===== src/rtl/mips_pkg.sv =====
// Shared encodings for the multicycle MIPS control path: opcodes, FSM states
// and the datapath mux/ALU select codes.
package mips_pkg;

  localparam int unsigned OP_W    = 6;
  localparam int unsigned STATE_W = 4;

  // Supported opcodes
  localparam logic [OP_W-1:0] OP_RTYPE = 6'b000000;
  localparam logic [OP_W-1:0] OP_J     = 6'b000010;
  localparam logic [OP_W-1:0] OP_BEQ   = 6'b000100;
  localparam logic [OP_W-1:0] OP_ADDI  = 6'b001000;
  localparam logic [OP_W-1:0] OP_ADDIU = 6'b001001;
  localparam logic [OP_W-1:0] OP_ORI   = 6'b001101;
  localparam logic [OP_W-1:0] OP_LUI   = 6'b001111;
  localparam logic [OP_W-1:0] OP_LW    = 6'b100011;
  localparam logic [OP_W-1:0] OP_SW    = 6'b101011;

  typedef enum logic [STATE_W-1:0] {
    S_FETCH   = 4'd0,
    S_DECODE  = 4'd1,
    S_MEMADR  = 4'd2,
    S_MEMRD   = 4'd3,
    S_MEMWB   = 4'd4,
    S_MEMWR   = 4'd5,
    S_RTYPEEX = 4'd6,
    S_ALUWB   = 4'd7,
    S_BEQEX   = 4'd8,
    S_ADDIEX  = 4'd9,
    S_JEX     = 4'd10,
    S_ORIEX   = 4'd11,
    S_LUIEX   = 4'd12,
    S_IMMWB   = 4'd13
  } state_t;

  // ALU operation
  localparam logic [1:0] ALUOP_ADD   = 2'b00;
  localparam logic [1:0] ALUOP_SUB   = 2'b01;
  localparam logic [1:0] ALUOP_FUNCT = 2'b10;
  localparam logic [1:0] ALUOP_OR    = 2'b11;

  // ALU B operand select
  localparam logic [1:0] SRCB_REG    = 2'b00;
  localparam logic [1:0] SRCB_FOUR   = 2'b01;
  localparam logic [1:0] SRCB_IMM    = 2'b10;
  localparam logic [1:0] SRCB_BRANCH = 2'b11;

  // PC source select
  localparam logic [1:0] PCSRC_ALU    = 2'b00;
  localparam logic [1:0] PCSRC_ALUOUT = 2'b01;
  localparam logic [1:0] PCSRC_JUMP   = 2'b10;

  // Immediate extension mode
  localparam logic [1:0] IMM_SIGN  = 2'b00;
  localparam logic [1:0] IMM_ZERO  = 2'b01;
  localparam logic [1:0] IMM_UPPER = 2'b10;

  // True when the opcode has an execution path in the FSM
  function automatic logic op_supported(input logic [OP_W-1:0] op);
    case (op)
      OP_RTYPE, OP_J, OP_BEQ, OP_ADDI, OP_ADDIU,
      OP_ORI, OP_LUI, OP_LW, OP_SW: op_supported = 1'b1;
      default:                      op_supported = 1'b0;
    endcase
  endfunction

endpackage


===== src/rtl/multicycle_outdec.sv =====
// State-to-control decode for the multicycle FSM. Controls are a pure function
// of the state; write strobes and illegal are additionally gated by reset.
// The FETCH load strobes are qualified by mem_ok (tied high unless memory
// wait states are enabled in the parent).
module multicycle_outdec
  import mips_pkg::*;
(
  input  state_t          state,
  input  logic            reset,
  input  logic            mem_ok,
  input  logic [OP_W-1:0] op,
  output logic            pcwrite,
  output logic            branch,
  output logic            irwrite,
  output logic            memwrite,
  output logic            regwrite,
  output logic            iord,
  output logic            memtoreg,
  output logic            regdst,
  output logic            alusrca,
  output logic [1:0]      alusrcb,
  output logic [1:0]      pcsrc,
  output logic [1:0]      aluop,
  output logic [1:0]      immsrc,
  output logic            illegal
);

  // Per-state control decode, then reset gating of the side-effecting strobes
  always_comb begin
    pcwrite  = 1'b0;
    branch   = 1'b0;
    irwrite  = 1'b0;
    memwrite = 1'b0;
    regwrite = 1'b0;
    iord     = 1'b0;
    memtoreg = 1'b0;
    regdst   = 1'b0;
    alusrca  = 1'b0;
    alusrcb  = SRCB_REG;
    pcsrc    = PCSRC_ALU;
    aluop    = ALUOP_ADD;
    immsrc   = IMM_SIGN;
    illegal  = 1'b0;

    case (state)
      S_FETCH: begin
        irwrite = mem_ok;
        pcwrite = mem_ok;
        alusrcb = SRCB_FOUR;
      end
      S_DECODE: begin
        alusrcb = SRCB_BRANCH;
        illegal = !op_supported(op);
      end
      S_MEMADR: begin
        alusrca = 1'b1;
        alusrcb = SRCB_IMM;
      end
      S_MEMRD: begin
        iord = 1'b1;
      end
      S_MEMWB: begin
        memtoreg = 1'b1;
        regwrite = 1'b1;
      end
      S_MEMWR: begin
        iord     = 1'b1;
        memwrite = 1'b1;
      end
      S_RTYPEEX: begin
        alusrca = 1'b1;
        aluop   = ALUOP_FUNCT;
      end
      S_ALUWB: begin
        regdst   = 1'b1;
        regwrite = 1'b1;
      end
      S_BEQEX: begin
        alusrca = 1'b1;
        aluop   = ALUOP_SUB;
        pcsrc   = PCSRC_ALUOUT;
        branch  = 1'b1;
      end
      S_ADDIEX: begin
        alusrca = 1'b1;
        alusrcb = SRCB_IMM;
      end
      S_ORIEX: begin
        alusrca = 1'b1;
        alusrcb = SRCB_IMM;
        aluop   = ALUOP_OR;
        immsrc  = IMM_ZERO;
      end
      S_LUIEX: begin
        alusrca = 1'b1;
        alusrcb = SRCB_IMM;
        immsrc  = IMM_UPPER;
      end
      S_IMMWB: begin
        regwrite = 1'b1;
      end
      S_JEX: begin
        pcwrite = 1'b1;
        pcsrc   = PCSRC_JUMP;
      end
      default: ;
    endcase

    // Reset aborts the instruction: no architectural side effects this cycle
    if (!reset) begin
      pcwrite  = 1'b0;
      branch   = 1'b0;
      irwrite  = 1'b0;
      memwrite = 1'b0;
      regwrite = 1'b0;
      illegal  = 1'b0;
    end
  end

endmodule


===== src/rtl/multicycle_fsm.sv =====
// Multicycle MIPS main control FSM: state register and next-state logic, with
// control decode in multicycle_outdec.
// Optional feature: define MULTICYCLE_FSM_MEMWAIT_EN to make FETCH, MEMRD and
// MEMWR wait for mem_rdy; otherwise mem_rdy is ignored.
module multicycle_fsm
  import mips_pkg::*;
(
  input  logic               clk,
  input  logic               reset,
  input  logic [OP_W-1:0]    op,
  input  logic               mem_rdy,
  output logic               pcwrite,
  output logic               branch,
  output logic               irwrite,
  output logic               memwrite,
  output logic               regwrite,
  output logic               iord,
  output logic               memtoreg,
  output logic               regdst,
  output logic               alusrca,
  output logic [1:0]         alusrcb,
  output logic [1:0]         pcsrc,
  output logic [1:0]         aluop,
  output logic [1:0]         immsrc,
  output logic               illegal,
  output logic [STATE_W-1:0] state
);

  state_t state_q;
  state_t state_d;
  logic   mem_ok;

`ifdef MULTICYCLE_FSM_MEMWAIT_EN
  assign mem_ok = mem_rdy;
`else
  logic unused_mem_rdy;
  assign unused_mem_rdy = mem_rdy;
  assign mem_ok         = 1'b1;
`endif

  // State register with synchronous active-low reset
  always_ff @(posedge clk) begin
    if (!reset) state_q <= S_FETCH;
    else        state_q <= state_d;
  end

  // Next-state logic
  always_comb begin
    state_d = S_FETCH;
    case (state_q)
      S_FETCH:  state_d = mem_ok ? S_DECODE : S_FETCH;
      S_DECODE: begin
        case (op)
          OP_LW, OP_SW:      state_d = S_MEMADR;
          OP_RTYPE:          state_d = S_RTYPEEX;
          OP_BEQ:            state_d = S_BEQEX;
          OP_ADDI, OP_ADDIU: state_d = S_ADDIEX;
          OP_J:              state_d = S_JEX;
          OP_ORI:            state_d = S_ORIEX;
          OP_LUI:            state_d = S_LUIEX;
          default:           state_d = S_FETCH;
        endcase
      end
      S_MEMADR:  state_d = (op == OP_LW) ? S_MEMRD : S_MEMWR;
      S_MEMRD:   state_d = mem_ok ? S_MEMWB : S_MEMRD;
      S_MEMWR:   state_d = mem_ok ? S_FETCH : S_MEMWR;
      S_RTYPEEX: state_d = S_ALUWB;
      S_ADDIEX,
      S_ORIEX,
      S_LUIEX:   state_d = S_IMMWB;
      default:   state_d = S_FETCH;
    endcase
  end

  assign state = STATE_W'(state_q);

  multicycle_outdec u_outdec (
    .state    (state_q),
    .reset    (reset),
    .mem_ok   (mem_ok),
    .op       (op),
    .pcwrite  (pcwrite),
    .branch   (branch),
    .irwrite  (irwrite),
    .memwrite (memwrite),
    .regwrite (regwrite),
    .iord     (iord),
    .memtoreg (memtoreg),
    .regdst   (regdst),
    .alusrca  (alusrca),
    .alusrcb  (alusrcb),
    .pcsrc    (pcsrc),
    .aluop    (aluop),
    .immsrc   (immsrc),
    .illegal  (illegal)
  );

endmodule


===== config.mk =====
export PLATFORM = sky130hd
export DESIGN_NAME = multicycle_fsm
export DESIGN_NICKNAME = d
export VERILOG_FILES = /design/src/rtl/mips_pkg.sv /design/src/rtl/multicycle_outdec.sv /design/src/rtl/multicycle_fsm.sv
export SDC_FILE = /design/constraint.sdc
export NUM_CORES = 1
export LEC_CHECK = 0
export ABC_AREA = 1
export CELL_PAD_IN_SITES_DETAIL_PLACEMENT = 0
export CELL_PAD_IN_SITES_GLOBAL_PLACEMENT = 1
export CORE_MARGIN = 10
export CORE_UTILIZATION = 24
export CTS_BUF_LIST = sky130_fd_sc_hd__clkbuf_8
export DETAILED_ROUTE_END_ITERATION = 10
export GPL_TIMING_DRIVEN = 0
export PLACE_DENSITY = 0.87
export SYNTH_ARGS = -nofsm -noshare
export SYNTH_HDL_FRONTEND = slang
export SYNTH_SLANG_ARGS = --single-unit
export TNS_END_PERCENT = 10

===== constraint.sdc =====
create_clock -name clk -period 1.41 [get_ports clk]
set_clock_uncertainty 0.05 [all_clocks]
set_input_delay 0.282 -clock clk [delete_from_list [all_inputs] [get_ports clk]]
set_output_delay 0.282 -clock clk [all_outputs]
set_load 0.1 [all_outputs]

# ---- After elaboration in Yosys (flattened, before gate mapping)
# Cells that the tools add are included.
dict set report op_classes {
  mul 0
  shift 0
  muxes 25
  bitwise 0
  n_eq_ne 21
  n_lt_le_gt_ge 0
  n_addsub 0
  div 0
  reduce_logical 12
}
# operator count
set ops {}
lappend ops {{4-bit one-hot mux with 7 select lines} 1}
lappend ops {{4-bit equality test (second input constant)} 6}
lappend ops {{6-bit by 4-bit equality test with 1-bit output (second input constant)} 4}
lappend ops {{4-bit one-hot mux with 6 select lines} 1}
lappend ops {{1-bit two-way mux} 18}
lappend ops {{4-bit by 3-bit equality test with 1-bit output (second input constant)} 4}
lappend ops {{6-bit equality test (second input constant)} 2}
lappend ops {{2-bit one-hot mux with 3 select lines} 2}
lappend ops {{9-bit OR reduction} 1}
lappend ops {{4-bit by 2-bit equality test with 1-bit output (second input constant)} 2}
lappend ops {{2-bit one-hot mux with 2 select lines} 2}
lappend ops {{2-bit OR reduction} 4}
lappend ops {{6-bit by 2-bit equality test with 1-bit output (second input constant)} 1}
lappend ops {{6-bit by 3-bit equality test with 1-bit output (second input constant)} 1}
lappend ops {{6-bit logical NOT} 1}
lappend ops {{3-bit OR reduction} 2}
lappend ops {{6-bit OR reduction} 1}
lappend ops {{4-bit by 1-bit equality test with 1-bit output (second input constant)} 1}
lappend ops {{4-bit logical NOT} 1}
lappend ops {{4-bit OR reduction} 1}
lappend ops {{3-bit two-way mux} 1}
lappend ops {{1-bit logical NOT} 1}
dict set report totals {
  mem_count 0
  mem_bits_ro 0
  mem_bits_rw 0
  regBits 4
  latch_bits 0
  wordCells 59
}

# ---- Logic depth before layout (Yosys ltp)
# Gate-level depths: netlist of run 1.
dict set report depth {
  ltp_word 7
  ltp_mapped 8
  depth_no_buf 8
}

# ---- By module
# Synthesis of run 1 repeated with hierarchy kept, for this count alone.
dict set report hier_totals {
  hier_cells 134
  area_unflattened_um2 665.6
}
# mod area_per_inst_um2 seq_area_each_um2 instances cells_per_inst
set by_module_without_submodules {}
lappend by_module_without_submodules {multicycle_fsm 377.9 80.1 1 71}
lappend by_module_without_submodules {multicycle_outdec 287.8 0.0 1 63}

# ---- Worst setup path after synthesis of run 1
# Ideal clock, no wire load.
dict set report synth_timing {
  path_type {register -> output}
  from {register state_q[3] (netlist: state[3])}
  to {output branch}
  required_ns 1.078
  t_arrival_ns 4.143
  setup_slack_ns -3.065
  path_buffers 0
  path_stages_with_launch 5
  path_cell_list {dfxtp_1 nand2_1 nor2_1 inv_1 nor2_1}
}
dict set report synth_between {
  elab_chain_cells 3
}
# element line
set synth_lines {}
lappend synth_lines {{start: declaration} multicycle_fsm.sv:29} ;# state_t state_q;
lappend synth_lines {{start signal: assignment} multicycle_fsm.sv:44} ;# else state_q <= state_d;
lappend synth_lines {{4-bit equality test} multicycle_outdec.sv:45} ;# case (state)
lappend synth_lines {{1-bit two-way mux} multicycle_outdec.sv:45}
lappend synth_lines {{1-bit two-way mux} multicycle_outdec.sv:110} ;# if (!reset) begin
lappend synth_lines {{end: declaration} multicycle_fsm.sv:13} ;# output logic branch,
# Every way passes these cells.

# ---- Final worst setup path of run 1
dict set report layout_timing {
  from {register state_q[3] (netlist: state[3])}
  to {output state[3]}
}
# element line
set layout_lines {}
lappend layout_lines {{end: declaration} multicycle_fsm.sv:26} ;# output logic [STATE_W-1:0] state
# No word-level cell between the ends.

==> results of run 1 <==
metrics by stage:
stage                     setup TNS [ns]  instances  area (um2)
after CTS                          -4.32        178        1310
final                              -4.52        184        1390
after global routing               -5.58        184        1390
after detailed placement          -20.97        169        1050
after floorplan                   -11.15        112         721
after global placement            -20.96        169        1050
Yosys cell counts:
cell type / n / area share
inv_1: 18 / 0.12
a21boi_2: 1 / 0.020
nor3_1: 1 / 0.0090
nor2_1: 31 / 0.21
o21ai_0: 4 / 0.036
nor2_2: 2 / 0.022
o21ai_2: 2 / 0.031
a21oi_1: 3 / 0.027
nand4_1: 2 / 0.022
dfxtp_1: 4 / 0.14
o22ai_1: 1 / 0.011
inv_2: 3 / 0.020
nor2_4: 2 / 0.040
or2_2: 1 / 0.011
nand3_1: 12 / 0.11
nand2_1: 25 / 0.17
cell type report:
class | count | area (um2)
Fill cell | 185 | 820
Timing Repair Buffer | 41 | 548
Tap cell | 28 | 35.0
Inverter | 21 | 87.6
Clock buffer | 3 | 41.3
Sequential cell | 4 | 95.1
Multi-Input combinational cell | 87 | 586
cells in the final DEF (no fill, tap or decap), types with 2 or more instances in the layout:
cell            n
nand2_1        16
inv_2           9
nand3_1        10
nand2_4         4
nand2_2         3
nand4_1         2
nor2_2          4
o21ai_2         3
inv_4           2
buf_6           2
a21oi_1         3
dfxtp_4         4
clkbuf_8        3
buf_12         18
nor2_1         20
inv_1           9
nor2_4         11
dlygate4sd2_1   8
buf_4          11
nand2_8         2
worst max-delay path by stage:
stage / endpoint / slack, ns
floorplan: branch / -0.77
global placement: illegal / -1.45
detailed placement: illegal / -1.45
CTS: illegal / -0.45
global route: illegal / -0.47
finish: state[3] / -0.41
layer usage:
metal | track usage | vias to the layer above | part of all wire
met5 | 0 | - | 0
met4 | 0.0553 | 0 | 0.032
met3 | 0.0326 | 9 | 0.059
met2 | 0.180 | 28 | 0.54
met1 | 0.124 | 390 | 0.37
li1 | - | 441 | -
what timing repair did:
action / 4_1_cts / 5_1_grt
buffers inserted: 6 / 6
resized for setup: 191 / 11
setup endpoints to repair: 23 / 20
pin swaps: 8 / 7
power by group through the flow:
| stage | Combinational [mW] | Clock, mW | Sequential (mW) |
|---|---|---|---|
| floorplan | 0.211 | 0 | 0.153 |
| global placement | 0.321 | 0 | 0.124 |
| detailed placement | 0.322 | 0 | 0.125 |
| CTS | 0.371 | 0.258 | 0.124 |
| global route | 0.404 | 0.268 | 0.126 |
| finish | 0.384 | 0.254 | 0.126 |
cells by family (layout without fill, tap and decap cells):
family,after synthesis,count (layout),synth area share
AOI/OAI and AO/OA,11,11,0.126
buffers and inverters,21,65,0.141
DFF,4,4,0.144
and+or+nand+nor,76,76,0.590
==> results.tsv, run 1 <==
stage	metric	value	unit
setup_path	cp.required	1.08	ns
place	dp_hpwl	1790	um
setup_path	cp_num_cells	1	
clock_tree	cts_made_buffers	3	
pwr	leakagePower	0.640	nW
yosys	yosys_warnings	0	
yosys	ys_seq_area_frac	0.143	
yosys	yosysUniqueCellTypes	16	
pwr	pwr-share-seq	0.165	
hold_path	whs_path_depth	3	
routing	drc	0	
clock_tree	cts-root-buf	clkbuf_8	
timing	fmax	0.551	GHz
place	numPortBuffers	29	
timing	fin_crit_sh	1.29	
clock_tree	cts.path.max_buffers	2	
cells_and_area	largest_reg_flops	4	
setup_path	cp_slowest_cell	dlygate4sd2_1	
pwr	power.total	0.764	mW
routing	wl_per_cell	13.3	um
outcome	status	finished with violations	
hold_path	hold_class	primary input to register	
global_routing	gr-total-overflow	0	
yosys	synth_nets	121	
yosys	postSynthAreaPerCell	4.98	um2
cells_and_area	drive_above_1_share	0.545	
setup_path	cp-end-kind	output pin	
timing	relSlewSlack	0.355	
cells_and_area	final_nets	167	
setup_path	crit_arrival	1.48	ns
setup_path	r2r_cells	8	
timing	worst_pin_slew	0.971	ns
die	die_h	68.2	um
global_routing	antenna_found_initial	0	
timing	hold_viol_final	0	
pwr	cellPowerDensity	548	nW/um2
flow_run	cap_violations	0	
setup_path	crit_fanout	5	
clock_tree	h-tree-depth	1	
timing	setup_ws	-0.406	ns
routing	wl	2450	um
setup_path	rrSetupSlack	0.05	ns
setup_path	reg2reg_to	state[0]$_SDFF_PN0_	
die	row_count	17	
yosys	ys_ff_latch	4	
setup_path	crit_buf_inv	1	
routing	drtPass1Iterations	4	
global_routing	grt_max_degree	8	
timing	rsz0062_at_grt	yes	
clock_tree	clock_latency	0.22	ns
routing	route.vias.total	868	
pwr	switching_share	0.442	
die	die-area	4650	um2
yosys	syn-cell-area	558	um2
die	coreArea	2210	um2
timing	whs	0.523	ns
pwr	p_clk_frac	0.333	
hold_path	hold_path.startpoint	reset	
setup_path	path_cells	dlygate4sd2_1	
timing	maxSlewViolCount	0	
cells_and_area	post-route-util	0.630	
clock_tree	holdBufCountCts	0	
hold_path	hold-path-endpoint	state[2]$_SDFF_PN0_	
setup_path	worstSetupPathType	register to output pin	
outcome	violations	setup timing	
global_routing	grt_first_pass_wirelength	3810	um
place	dp_slack	-1.45	ns
place	place_congestion	0.821	
clock_tree	cts.sinks	4	
timing	period_needed	1.82	ns
clock_tree	cts_tree	built	
cells_and_area	antenna_cells	0	
routing	vias_per_cell	4.72	
timing	setup_viol_count_final	19	
yosys	synthCells	112	
die	die_w	68.2	um
pwr	comb_power_share	0.503	
die	ios	31	
setup_path	crit_family	buffers and inverters	
setup_path	max_stage_delay	0.87	ns
setup_path	critPathLaunchType	register	
setup_path	reg2reg_from	state[1]$_SDFF_PN0_	
routing	first_iter_violations	22	
pwr	intPower	0.426	mW
clock_tree	path_clk_slew	0.03	ns
setup_path	crit_path_start	state[3]$_SDFF_PN0_	
cells_and_area	syn_to_final_growth	150	%
die	initial_utilization	0.252	
global_routing	grt_usage	0.109	
pwr	switchingPower	0.338	mW
global_routing	grt_pass1_vias	791	
routing	detail-route-antenna-nets	0	
pwr	vdd_ir_drop_max	0.569	mV
No activity file was read; power rests on OpenSTA's default activity.
==> run 2: changes to the inputs <==
--- a/config.mk
+++ b/config.mk
@@ -17,4 +17,4 @@
 export SYNTH_ARGS = -nofsm -noshare
 export SYNTH_HDL_FRONTEND = slang
 export SYNTH_SLANG_ARGS = --single-unit
-export TNS_END_PERCENT = 10
+export TNS_END_PERCENT = 50
==> results.tsv, run 2 (synthesized netlist as in run 1, its figures left out) <==
stage	metric	value	unit
timing	rsz0062_at_grt	yes	
clock_tree	h-tree-depth	1	
timing	hold_viol_final	0	
setup_path	cp.required	1.08	ns
routing	drc	0	
outcome	status	finished with violations	
timing	setup_viol_count_final	19	
pwr	cellPowerDensity	512	nW/um2
clock_tree	cts.sinks	4	
cells_and_area	stdcell_area	1600	um2
cells_and_area	drive_above_1_share	0.620	
clock_tree	cts_tree	built	
routing	wl	3100	um
outcome	violations	setup timing	
global_routing	grt_max_degree	9	
global_routing	grt_first_pass_wirelength	4070	um
routing	vias_per_cell	4.85	
timing	maxSlewViolCount	0	
setup_path	max_stage_delay	0.36	ns
cells_and_area	final_cell_mix	buf_4 (25), buf_12 (18), nor2_1 (17)	
timing	period_needed	1.85	ns
routing	route.vias.total	965	
die	die-area	4650	um2
setup_path	worstSetupPathType	register to output pin	
clock_tree	holdBufCountCts	0	
pwr	leakagePower	0.732	nW
hold_path	hold_class	primary input to register	
die	die_w	68.2	um
routing	detail-route-antenna-nets	0	
clock_tree	cts_made_buffers	3	
place	place_congestion	0.805	
setup_path	cp_slowest_cell	dfxtp_4	
global_routing	grt_pass1_vias	930	
routing	drtPass1Iterations	4	
setup_path	cp-end-kind	output pin	
cells_and_area	final_common_cell	buf_4	
timing	relSlewSlack	0.798	
die	row_count	17	
die	die_h	68.2	um
place	numPortBuffers	29	
cells_and_area	post-route-util	0.724	
setup_path	crit_arrival	1.52	ns
setup_path	critPathLaunchType	register	
setup_path	crit_family	simple AND/OR/NAND/NOR gates	
flow_run	cap_violations	0	
cells_and_area	antenna_cells	0	
routing	wl_per_cell	15.6	um
timing	worst_pin_slew	0.304	ns
clock_tree	cts.path.max_buffers	2	
die	coreArea	2210	um2
die	initial_utilization	0.252	
clock_tree	cts-root-buf	clkbuf_8	
place	postPlaceCellArea	1080	um2
timing	fin_crit_sh	1.31	
routing	first_iter_violations	31	
clock_tree	path_clk_slew	0.03	ns
cells_and_area	syn_to_final_growth	187	%
global_routing	gr-total-overflow	0	
die	ios	31	
pwr	vdd_ir_drop_max	0.483	mV
setup_path	crit_buf_inv	2	
cells_and_area	largest_reg_flops	4	
clock_tree	clock_latency	0.23	ns
cells_and_area	final_nets	182	
setup_path	critPathMostFrequentCell	nor2_4	
setup_path	crit_fanout	4	
global_routing	grt_usage	0.109	
setup_path	path_cells	nor2_4, inv_4, nor2_4, nand4_1, nor3_4, buf_12	
timing	setup_ws	-0.441	ns
global_routing	antenna_found_initial	0	
timing	fmax	0.540	GHz
place	dp_hpwl	1770	um
run 2: changes by cell type in the layout (fill, tap and decap cells not counted), sizes merged:
cell and delta:
inv -2, bufinv +1, dlygate4sd2 -2, clkdlybuf4s15 +1, clkbuf +1, buf +15
clkinvlp +1
run 2: worst paths after layout:
check,startpoint,endpoint,slack [ns],depth (start not counted)
max,state[2]$_SDFF_PN0_,illegal,-0.44,6
min,reset,state[2]$_SDFF_PN0_,0.42,3
max reg2reg,state[2]$_SDFF_PN0_,state[0]$_SDFF_PN0_,0.02,10
min reg2reg,state[3]$_SDFF_PN0_,state[1]$_SDFF_PN0_,0.69,4
run 2: where the power goes:
part	leakage [nW]	internal, mW	switching (mW)	total [mW]
Clock	0.0216	0.183	0.0748	0.258
Combinational	0.675	0.158	0.278	0.436
Sequential	0.0355	0.114	0.0116	0.125
Total	0.732	0.455	0.365	0.819
run 2: worst min-delay path: stages:
cell	delay, ns
clkdlybuf4s15_2	0.25
nand2_1	0.09
inv_1	0.03
run 2: layout make-up:
class	count	area, um2
inverter	21	118
clock buffer	3	41.3
fill	159	611
timing repair buffer	56	672
tap	28	35.0
sequential	4	95.1
multi-input combinational	87	641
run 2: stage by stage:
| step | std cells | power [mW] | worst slack, ns | setup TNS (ns) | hold WS (ns) |
|---|---|---|---|---|---|
| floorplan | 112 | 0.370 | -0.774 | -10.42 | 0.329 |
| global placement | 169 | 0.449 | -1.51 | -21.08 | 0.585 |
| detailed placement | 169 | 0.452 | -1.51 | -21.13 | 0.586 |
| CTS | 183 | 0.756 | -0.387 | -3.44 | 0.419 |
| global route | 199 | 0.844 | -0.499 | -5.80 | 0.438 |
| finish | 199 | 0.819 | -0.441 | -5.04 | 0.421 |
run 2: routing by layer:
metal	wire, um	global-route usage
met1	1100	0.117
met2	1690	0.200
met4	82	0.0201
met5	0	0
met3	227	0.0408
run 2: timing repair:
action | in CTS | in global routing
gates resized for setup | 205 | 19
hold endpoints to repair | 0 | 0
setup buffers | 11 | 16
setup endpoints to repair | 24 | 19
pin swaps | 12 | 9
